===== src/rtl/pll_lock_sequencer.sv =====
// PLL bring-up sequencer on the 48MHz reference clock: holds the PLL in reset,
// waits for lock with timeout and bounded retries, qualifies lock, recovers on loss.
module pll_lock_sequencer #(
  parameter int unsigned RST_HOLD_CYCLES     = 16,
  parameter int unsigned LOCK_TIMEOUT_CYCLES = 4800,
  parameter int unsigned LOCK_STABLE_CYCLES  = 256,
  parameter int unsigned MAX_RETRIES         = 3,
  parameter int unsigned CNT_W               = 16
) (
  input  logic       clk_i,
  input  logic       rst_i,
  input  logic       enable_i,
  input  logic       relock_i,
  input  logic       pll_locked_i,
  output logic       pll_rst_o,
  output logic       sample_rst_o,
  output logic       ready_o,
  output logic       error_o,
  output logic       lock_lost_o,
  output logic [1:0] retry_cnt_o,
  output logic [2:0] state_o
);

  localparam int unsigned RW = ($clog2(MAX_RETRIES + 1) < 2) ? 2 : $clog2(MAX_RETRIES + 1);

  localparam logic [CNT_W-1:0] RST_LAST    = CNT_W'(RST_HOLD_CYCLES - 1);
  localparam logic [CNT_W-1:0] TIMEOUT_LAST = CNT_W'(LOCK_TIMEOUT_CYCLES - 1);
  localparam logic [CNT_W-1:0] STABLE_LAST = CNT_W'(LOCK_STABLE_CYCLES - 1);
  localparam logic [RW-1:0]    RETRY_MAX   = RW'(MAX_RETRIES);

  typedef enum logic [2:0] {
    S_IDLE      = 3'd0,
    S_RESET     = 3'd1,
    S_WAIT_LOCK = 3'd2,
    S_STABLE    = 3'd3,
    S_RUN       = 3'd4,
    S_FAULT     = 3'd5
  } state_t;

  state_t           state_q, state_d;
  logic [CNT_W-1:0] cnt_q, cnt_d;
  logic [RW-1:0]    retry_q, retry_d;
  logic             lock_lost_d;
  logic             lock_meta, lock_s;
  logic             pll_rst_d, sample_rst_d, ready_d, error_d;

  // LOCKED is asynchronous to clk_i
  always_ff @(posedge clk_i) begin
    if (rst_i) begin
      lock_meta <= 1'b0;
      lock_s    <= 1'b0;
    end else begin
      lock_meta <= pll_locked_i;
      lock_s    <= lock_meta;
    end
  end

  always_ff @(posedge clk_i) begin
    if (rst_i) begin
      state_q      <= S_IDLE;
      cnt_q        <= '0;
      retry_q      <= '0;
      lock_lost_o  <= 1'b0;
      pll_rst_o    <= 1'b1;
      sample_rst_o <= 1'b1;
      ready_o      <= 1'b0;
      error_o      <= 1'b0;
    end else begin
      state_q      <= state_d;
      cnt_q        <= cnt_d;
      retry_q      <= retry_d;
      lock_lost_o  <= lock_lost_d;
      pll_rst_o    <= pll_rst_d;
      sample_rst_o <= sample_rst_d;
      ready_o      <= ready_d;
      error_o      <= error_d;
    end
  end

  // Counter defaults to zero, so it clears on every state change and idles at zero.
  always_comb begin
    state_d     = state_q;
    cnt_d       = '0;
    retry_d     = retry_q;
    lock_lost_d = lock_lost_o;
    if (!enable_i) begin
      state_d = S_IDLE;
      retry_d = '0;
    end else begin
      case (state_q)
        S_IDLE: state_d = S_RESET;
        S_RESET: begin
          if (cnt_q == RST_LAST) state_d = S_WAIT_LOCK;
          else                   cnt_d   = cnt_q + 1'b1;
        end
        S_WAIT_LOCK: begin
          if (lock_s) begin
            state_d = S_STABLE;
          end else if (cnt_q == TIMEOUT_LAST) begin
            if (retry_q == RETRY_MAX) begin
              state_d = S_FAULT;
            end else begin
              retry_d = retry_q + 1'b1;
              state_d = S_RESET;
            end
          end else begin
            cnt_d = cnt_q + 1'b1;
          end
        end
        S_STABLE: begin
          if (!lock_s) begin
            if (retry_q == RETRY_MAX) begin
              state_d = S_FAULT;
            end else begin
              retry_d = retry_q + 1'b1;
              state_d = S_RESET;
            end
          end else if (cnt_q == STABLE_LAST) begin
            state_d = S_RUN;
            retry_d = '0;
          end else begin
            cnt_d = cnt_q + 1'b1;
          end
        end
        S_RUN: begin
          if (!lock_s) begin
            state_d     = S_RESET;
            lock_lost_d = 1'b1;
          end else if (relock_i) begin
            state_d = S_RESET;
          end
        end
        S_FAULT: begin
          if (relock_i) begin
            state_d = S_RESET;
            retry_d = '0;
          end
        end
        default: state_d = S_IDLE;
      endcase
    end
  end

  always_comb begin
    pll_rst_d    = 1'b1;
    sample_rst_d = 1'b1;
    ready_d      = 1'b0;
    error_d      = 1'b0;
    case (state_d)
      S_WAIT_LOCK,
      S_STABLE: pll_rst_d = 1'b0;
      S_RUN: begin
        pll_rst_d    = 1'b0;
        sample_rst_d = 1'b0;
        ready_d      = 1'b1;
      end
      S_FAULT: error_d = 1'b1;
      default: ;
    endcase
  end

  assign retry_cnt_o = retry_q[1:0];
  assign state_o     = state_q;

  ready_invariant: assert property (@(posedge clk_i) ready_o |-> (!sample_rst_o && !pll_rst_o));

endmodule

===== config.mk =====
export PLATFORM = sky130hd
export DESIGN_NAME = pll_lock_sequencer
export DESIGN_NICKNAME = d
export VERILOG_FILES = /design/src/rtl/pll_lock_sequencer.sv
export SDC_FILE = /design/constraint.sdc
export NUM_CORES = 1
export LEC_CHECK = 0
export CAP_MARGIN = 20
export CORE_MARGIN = 5
export CORE_UTILIZATION = 59
export CTS_CLUSTER_DIAMETER = 40
export DETAILED_ROUTE_END_ITERATION = 10
export GPL_TIMING_DRIVEN = 1
export PLACE_DENSITY = 0.91
export SLEW_MARGIN = 20
export SYNTH_ARGS = -nofsm -noshare
export SYNTH_HDL_FRONTEND = slang
export SYNTH_SLANG_ARGS = --single-unit

===== constraint.sdc =====
create_clock -name clk_i -period 5.16 [get_ports clk_i]
set_clock_uncertainty 0.15 [all_clocks]
set_input_delay 1.032 -clock clk_i [delete_from_list [all_inputs] [get_ports clk_i]]
set_output_delay 1.032 -clock clk_i [all_outputs]
set_load 0.01 [all_outputs]

==> impl_metrics.toml, run 1 <==
[cts]
root_buffer = "clkbuf_4"
tritoncts = "built"
clk_path_buf_depth = 2
cts_buffers = 3
clk_latency_ps = 320
post-cts-setup-buffer-count = 0
htreeDepth = 1
path_clk_slew_ps = 150
cts_hold_buf = 0
clock_sinks = 28
cts_resized = 0

[finish]
antenna_cells = 0
fin_util_pct = 67.3
fill_cells = 194
syn_to_final_growth_pct = 12.3
layout-drive-gt1-share_pct = 10.1
nets = 175

[route]
drt_iter0_drc = 82
wire_per_inst_um = 14.7
drtPass1Iterations = 4
vias_per_cell = 5.98
drc = 0
route.vias.total = 1184
ant_nets = 0
routed_wirelength_um = 2910

[synth]
syn-mean-instance-area_um2 = 9.14
syn_inst = 158
synth_ff_type = "dfxtp_1"
synth-seq-cells = 28
synthTopCellsByArea = "dfxtp_1 39%, nor2_1 7.3%, xor2_1 4.9%, xnor2_1 3.6%, nand3_1 2.4%"
synth.top_cell.area_share_pct = 38.8
synth-edff-count = 0
synth-seq-area-share_pct = 38.8
yosysUniqueCellTypes = 50
synth.cell_area_um2 = 1440
synth_area_leader_cell = "dfxtp_1"
synth.net_count = 164
synthTopCellsByCount = "28 x dfxtp_1, 28 x nor2_1, 8 x xor2_1"
synth-async-reset-ratio_pct = 0
ys_warn_count = 0

[worst_setup_path]
critPathTopFamily = "flip-flops"
worstPathCellList = "clkdlybuf4s50_1"
worstRegToRegCells = 6
slowest_stage = "dfxtp_1"
setup.worst_path.end = "state_o[0]"
reg2reg_to = "retry_cnt_o[1]"
cp-end-kind = "primary output"
required_ps = 3980
worstSetupPathType = "reg2out"
crit_fanout = 18
crit_cells = 1
rrSetupSlack_ps = 2950
r2r_start = "cnt_q[0]"
critPathLaunch = "state_o[0]"
startpoint_type = "flip-flop"
arrival_ps = 1750
max_stage_delay_ps = 760
cp.buffers_inverters = 1

[worst_hold_path]
hp-class = "reg2reg"

[floorplanning]
die_h_um = 59.5
floorplan.die_area_um2 = 3540
fp.dieW_um = 59.5
ioPinCount = 15
core_um2 = 2410
num_rows = 18
start_util_pct = 59.9

[global_routing]
grt_pass1_wl_um = 4940
grt.total_usage_pct = 18.0
grt_max_degree = 19
overflow = 0
antenna_found_initial = 0
grt_pass1_vias = 1156

[power_and_ir_drop]
power_density_nw_per_um2 = 231
leakagePower_nw = 0.548
ir_worst_vdd_uv = 187

[sta]
min_period_ps = 2930
hold_viol = 0
fin_hold_ws_ps = 324
relSlewSlack_pct = 57.1
grt_setup_unrepaired = "false"
period_share_pct = 56.7
worst_pin_slew_ps = 642
setup_slack_ps = 2230
slew_viol_final = 0
setup_tns_ps = 0
max_freq_ghz = 0.342
setup_viol_count_final = 0

[job]
max-cap-violations = 0

[placed_design]
pre_cts_ws_ps = 2370
io_buffers = 14
dp_hpwl_um = 2120
place.gp.congestion = 0.863

[outcome]
status = "finished clean"
where the power goes:
part           internal, mW  switching, mW  leakage, nW
Combinational       0.00630        0.00573        0.294
Clock                0.0786         0.0627       0.0279
Sequential            0.218        0.00357        0.226
final cells by class:
class / count / area [um^2] / area share (%)
inverters: 4 / 15.0 / 0.926
multi-input cells: 118 / 816 / 50.3
repair buffers: 14 / 140 / 8.64
flip-flops and latches: 28 / 561 / 34.6
clock inverters: 1 / 30.0 / 1.85
clock buffers: 3 / 22.5 / 1.39
well taps: 30 / 37.5 / 2.31
sequential cells by signal, indices dropped and copies added, names as in the netlist:
register / cells
pll_rst_o: 1
lock_meta: 1
state_o: 3
error_o: 1
cnt_q: 16
lock_s: 1
lock_lost_o: 1
sample_rst_o: 1
retry_cnt_o: 2
ready_o: 1
metal layers:
layer	track usage [%]	vias to the layer above	wire length, um
li1	-	584	-
met1	21.2	555	1230
met2	31.4	39	1490
met3	3.05	6	147
met4	8.09	0	30
met5	0	-	0
per-stage QoR:
| stage | instances | area [um^2] | power (mW) |
|---|---|---|---|
| 5_1_grt | 198 | 1620 | 0.393 |
| 3_5_place_dp | 194 | 1570 | 0.238 |
| 4_1_cts | 198 | 1620 | 0.379 |
| 3_3_place_gp | 194 | 1570 | 0.237 |
| 6_report | 198 | 1620 | 0.375 |
| 2_1_floorplan | 158 | 1440 | 0.233 |
worst min path at each step:
| stage | from | endpoint | slack, ps | depth (start not counted) |
|---|---|---|---|---|
| detailed placement | lock_meta | lock_s | 320 | 1 |
| global placement | lock_meta | lock_s | 270 | 1 |
| finish | lock_meta | lock_s | 320 | 1 |
| floorplan | lock_meta | lock_s | 260 | 1 |
| global route | lock_meta | lock_s | 350 | 1 |
| CTS | lock_meta | lock_s | 330 | 1 |
layout by cell type (no fill, tap or decap), types with 2 or more instances in the layout:
master	synthesis	routed
a31o_2	2	2
nand2_1	7	7
nor3_1	4	4
nor2b_1	4	4
xor2_1	8	8
nand4_1	3	3
a21oi_1	3	3
inv_1	4	4
nor2_1	28	28
nand3b_1	2	2
and3_1	4	4
nor4_1	2	2
nor4_2	2	2
o21a_1	2	2
dfxtp_1	28	28
clkbuf_4	0	3
nand2b_1	4	4
nand3_1	7	7
and3b_1	2	2
clkdlybuf4s50_1	0	14
nor3b_1	2	2
xnor2_1	6	6
cells by family (layout without fill, tap and decap cells):
logic type | count (synthesis) | after routing | synth area share, %
flops | 28 | 28 | 38.8
simple gates | 80 | 80 | 33.3
fa+ha+maj | 1 | 1 | 0.866
compound gates | 23 | 23 | 13.9
xor+xnor | 14 | 14 | 8.49
buf+inv | 12 | 22 | 4.68
Power figures use the tool's default switching activity.
==> inputs of run 2 (changes only) <==
Settings changed: CORE_ASPECT_RATIO from default to 2, CORE_UTILIZATION 59 to 55, PLACE_DENSITY 0.91 to 0.86.
Clock period 5.16 ns to 3 ns, I/O delays scaled along.
==> impl_metrics.toml, run 2 (synthesis gave the netlist of run 1 again) <==
[power_and_ir_drop]
power_density_nw_per_um2 = 394
power.internal_mw = 0.502
switching_power_mw = 0.136
ir_worst_vdd_uv = 354
power_frac_seq_pct = 59.5
swShare_pct = 21.3
leakagePower_nw = 0.549
p_clk_share_pct = 37.3
p_comb_share_pct = 3.3

[sta]
slew_viol_final = 0
worst_pin_slew_ps = 642
grt_setup_unrepaired = "false"
fin_hold_ws_ps = 328
setup_viol_count_final = 0
setup_tns_ps = 0
max_freq_ghz = 0.411
hold_viol = 0
relSlewSlack_pct = 57.1
setup_slack_ps = 565
min_period_ps = 2440
period_share_pct = 81.2

[global_routing]
grt_max_degree = 19
grt_pass1_wl_um = 5240
overflow = 0
grt.total_usage_pct = 18.7
antenna_found_initial = 0
grt_pass1_vias = 1172

[route]
routed_wirelength_um = 3000
drt_iter0_drc = 27
wire_per_inst_um = 15.3
vias_per_cell = 6.14
route.vias.total = 1203
drc = 0
drtPass1Iterations = 4
ant_nets = 0

[cts]
clk_latency_ps = 280
post-cts-setup-buffer-count = 0
path_clk_slew_ps = 100
cts_hold_buf = 0
root_buffer = "clkbuf_8"
htreeDepth = 1
cts_resized = 0
clk_path_buf_depth = 2
cts_buffers = 3
tritoncts = "built"
clock_sinks = 28

[worst_setup_path]
arrival_ps = 1690
crit_fanout = 18
worstPathCellList = "clkdlybuf4s50_1"
required_ps = 2250
cp.buffers_inverters = 1
cp-end-kind = "primary output"
critPathTopFamily = "flip-flops"
max_stage_delay_ps = 740
worstSetupPathType = "reg2out"
startpoint_type = "flip-flop"
slowest_stage = "dfxtp_1"

[placed_design]
dp_hpwl_um = 2260
place.gp.congestion = 0.864
pre_cts_ws_ps = 601
placed_cell_area_um2 = 1570
io_buffers = 14

[finish]
syn_to_final_growth_pct = 12.3
design_area_um2 = 1620
regMostFlops = "cnt_q"
layout-drive-gt1-share_pct = 10.1
antenna_cells = 0
fin_util_pct = 63.9
largest_register_ffs = 16
layout_common_cells = "28 x nor2_1, 28 x dfxtp_1, 14 x clkdlybuf4s50_1, 8 x xor2_1"
nets = 175

[worst_hold_path]
hp-class = "reg2reg"

[floorplanning]
die_h_um = 82.5
fp.dieW_um = 46.2
ioPinCount = 15
start_util_pct = 56.9
floorplan.die_area_um2 = 3810
core_um2 = 2540
num_rows = 26

[outcome]
status = "finished clean"

[job]
max-cap-violations = 0
==> run 2: worst paths after layout <==
| path | start | to | slack, ps | cells past startpoint |
|---|---|---|---|---|
| worst max-delay path | state_o[0] | state_o[0] | 560 | 1 |
| worst min-delay path | lock_meta | lock_s | 330 | 1 |
| worst max register to register | cnt_q[0] | error_o | 820 | 6 |
| worst min register to register | lock_meta | lock_s | 330 | 1 |
==> run 2: layer usage <==
metal	vias up	GRT usage (%)	part of all wire, %
li1	586	-	-
met1	559	19.2	37
met2	43	32.6	54
met3	15	2.39	3.7
met4	0	13.7	5.9
met5	-	0	0
==> run 2: power groups by stage <==
stage	combinational, mW	clock, mW	sequential [mW]
after global routing	0.0230	0.261	0.381
after CTS	0.0209	0.239	0.380
after detailed placement	0.0208	0	0.388
after global placement	0.0200	0	0.388
final	0.0209	0.238	0.380
after floorplan	0.0173	0	0.384
==> run 2: layout make-up <==
type / count / area [um^2]
Fill cell: 228 / 916
Multi-Input combinational cell: 118 / 816
Sequential cell: 28 / 561
Timing Repair Buffer: 14 / 140
Clock buffer: 4 / 55.1
Tap cell: 28 / 35.0
Inverter: 4 / 15.0
==> run 2: stage by stage <==
step                      power [mW]  instances
after floorplan                0.401        158
after global placement         0.408        192
after detailed placement       0.409        192
after CTS                      0.639        196
after global routing           0.664        196
final                          0.639        196
==> inputs of run 3 (changes only) <==
Clock period 3 ns to 2.4 ns, I/O delays scaled along.
==> impl_metrics.toml, run 3 (synthesis gave the netlist of run 1 again) <==
[route]
drc = 0
routed_wirelength_um = 3150
drtPass1Iterations = 4
drt_iter0_drc = 29
wire_per_inst_um = 16.0
vias_per_cell = 6.22
route.vias.total = 1225
ant_nets = 0

[sta]
setup_viol_count_final = 0
slew_viol_final = 0
setup_tns_ps = 0
min_period_ps = 2230
hold_viol = 0
period_share_pct = 92.8
worst_pin_slew_ps = 567
grt_setup_unrepaired = "false"
relSlewSlack_pct = 61.9
setup_slack_ps = 172
max_freq_ghz = 0.449

[worst_setup_path]
slowest_stage = "dfxtp_1"
r2r_start = "cnt_q[0]"
critPathTopFamily = "flip-flops"
required_ps = 1770
startpoint_type = "flip-flop"
rrSetupSlack_ps = 360
cp.buffers_inverters = 1
reg2reg_to = "error_o"
max_stage_delay_ps = 680
arrival_ps = 1600
worstSetupPathType = "reg2out"
worstRegToRegCells = 6
crit_fanout = 16
cp-end-kind = "primary output"
worstPathCellList = "clkdlybuf4s50_1"

[cts]
root_buffer = "clkbuf_8"
cts_buffers = 3
clock_sinks = 28
cts_hold_buf = 0
clk_latency_ps = 270
post-cts-setup-buffer-count = 0
clk_path_buf_depth = 2
cts_resized = 0
path_clk_slew_ps = 80
htreeDepth = 1
tritoncts = "built"

[global_routing]
grt_pass1_vias = 1204
overflow = 0
grt_pass1_wl_um = 5220
grt.total_usage_pct = 18.9
antenna_found_initial = 0
grt_max_degree = 17

[finish]
syn_to_final_growth_pct = 12.4
regMostFlops = "cnt_q"
nets = 177
regArea_um2 = 561
layout-drive-gt1-share_pct = 10.7
fill_cells = 232
multi_input_area_um2 = 816
antenna_cells = 0
largest_register_ffs = 16
layout_common_cells = "28 x nor2_1, 28 x dfxtp_1, 14 x clkdlybuf4s50_1, 8 x xor2_1"

[placed_design]
pre_cts_ws_ps = 152
io_buffers = 14
dp_hpwl_um = 2400
place.gp.congestion = 0.915

[power_and_ir_drop]
p_comb_share_pct = 3.9
power_frac_seq_pct = 62.8
p_clk_share_pct = 33.3
power.internal_mw = 0.594
ir_worst_vdd_uv = 412
swShare_pct = 21.0
power_density_nw_per_um2 = 463
switching_power_mw = 0.158
leakagePower_nw = 0.553

[worst_hold_path]
hold_path_depth = 1
hp-class = "reg2reg"
hold_start = "lock_meta"
whs_endpoint = "lock_s"

[job]
max-cap-violations = 0

[floorplanning]
fp.dieW_um = 46.2
start_util_pct = 56.9
ioPinCount = 15
floorplan.die_area_um2 = 3810
core_um2 = 2540
die_h_um = 82.5
num_rows = 26

[outcome]
status = "finished clean"
-- run 3: cell count changes in the layout (fill, tap and decap cells not counted), sizes merged --
| cell | previous run | this run |
|---|---|---|
| clkbuf | 4 | 3 |
| buf | 0 | 2 |
-- run 3: worst max-delay path by stage --
stage / cells past startpoint / endpoint / slack, ps / start
floorplan: 6 / retry_cnt_o[1] / 550 / cnt_q[0]
global route: 1 / state_o[2] / 110 / state_o[2]
finish: 1 / state_o[2] / 170 / state_o[2]
global placement: 6 / pll_rst_o / 250 / rst_i
CTS: 1 / state_o[2] / 190 / state_o[2]
detailed placement: 6 / cnt_q[12] / 150 / rst_i
-- run 3: area by class of cell --
| type | count | share of cell area, % |
|---|---|---|
| well taps | 28 | 2.16 |
| flip-flops and latches | 28 | 34.5 |
| repair buffers | 16 | 9.56 |
| clock buffers | 3 | 2.54 |
| multi-input cells | 118 | 50.3 |
| inverters | 4 | 0.925 |
-- run 3: layer usage --
metal	vias up	part of all wire, %	global-route usage [%]	routed length, um
met3	21	3.5	2.17	110
met1	574	36	17.7	1120
li1	593	-	-	-
met5	-	0	0	0
met4	0	5.9	12.8	187
met2	37	55	35.2	1740
-- run 3: per-stage QoR --
stage          instance area [um^2]  hold slack, ps  cells  total power, mW  utilization, %
4_1_cts                        1620             314    197            0.754            64.0
6_report                       1620             309    197            0.752            64.0
5_1_grt                        1620             337    197            0.783            64.0
3_5_place_dp                   1580             302    194            0.512            62.3
2_1_floorplan                  1440             264    158            0.501               -
3_3_place_gp                   1580             276    194            0.512            62.3
-- run 3: power by group through the flow --
| stage | Clock (mW) | Sequential [mW] | Combinational (mW) |
|---|---|---|---|
| floorplan | 0 | 0.480 | 0.0216 |
| global placement | 0 | 0.483 | 0.0283 |
| detailed placement | 0 | 0.483 | 0.0292 |
| CTS | 0.252 | 0.472 | 0.0293 |
| global route | 0.278 | 0.474 | 0.0316 |
| finish | 0.250 | 0.473 | 0.0294 |
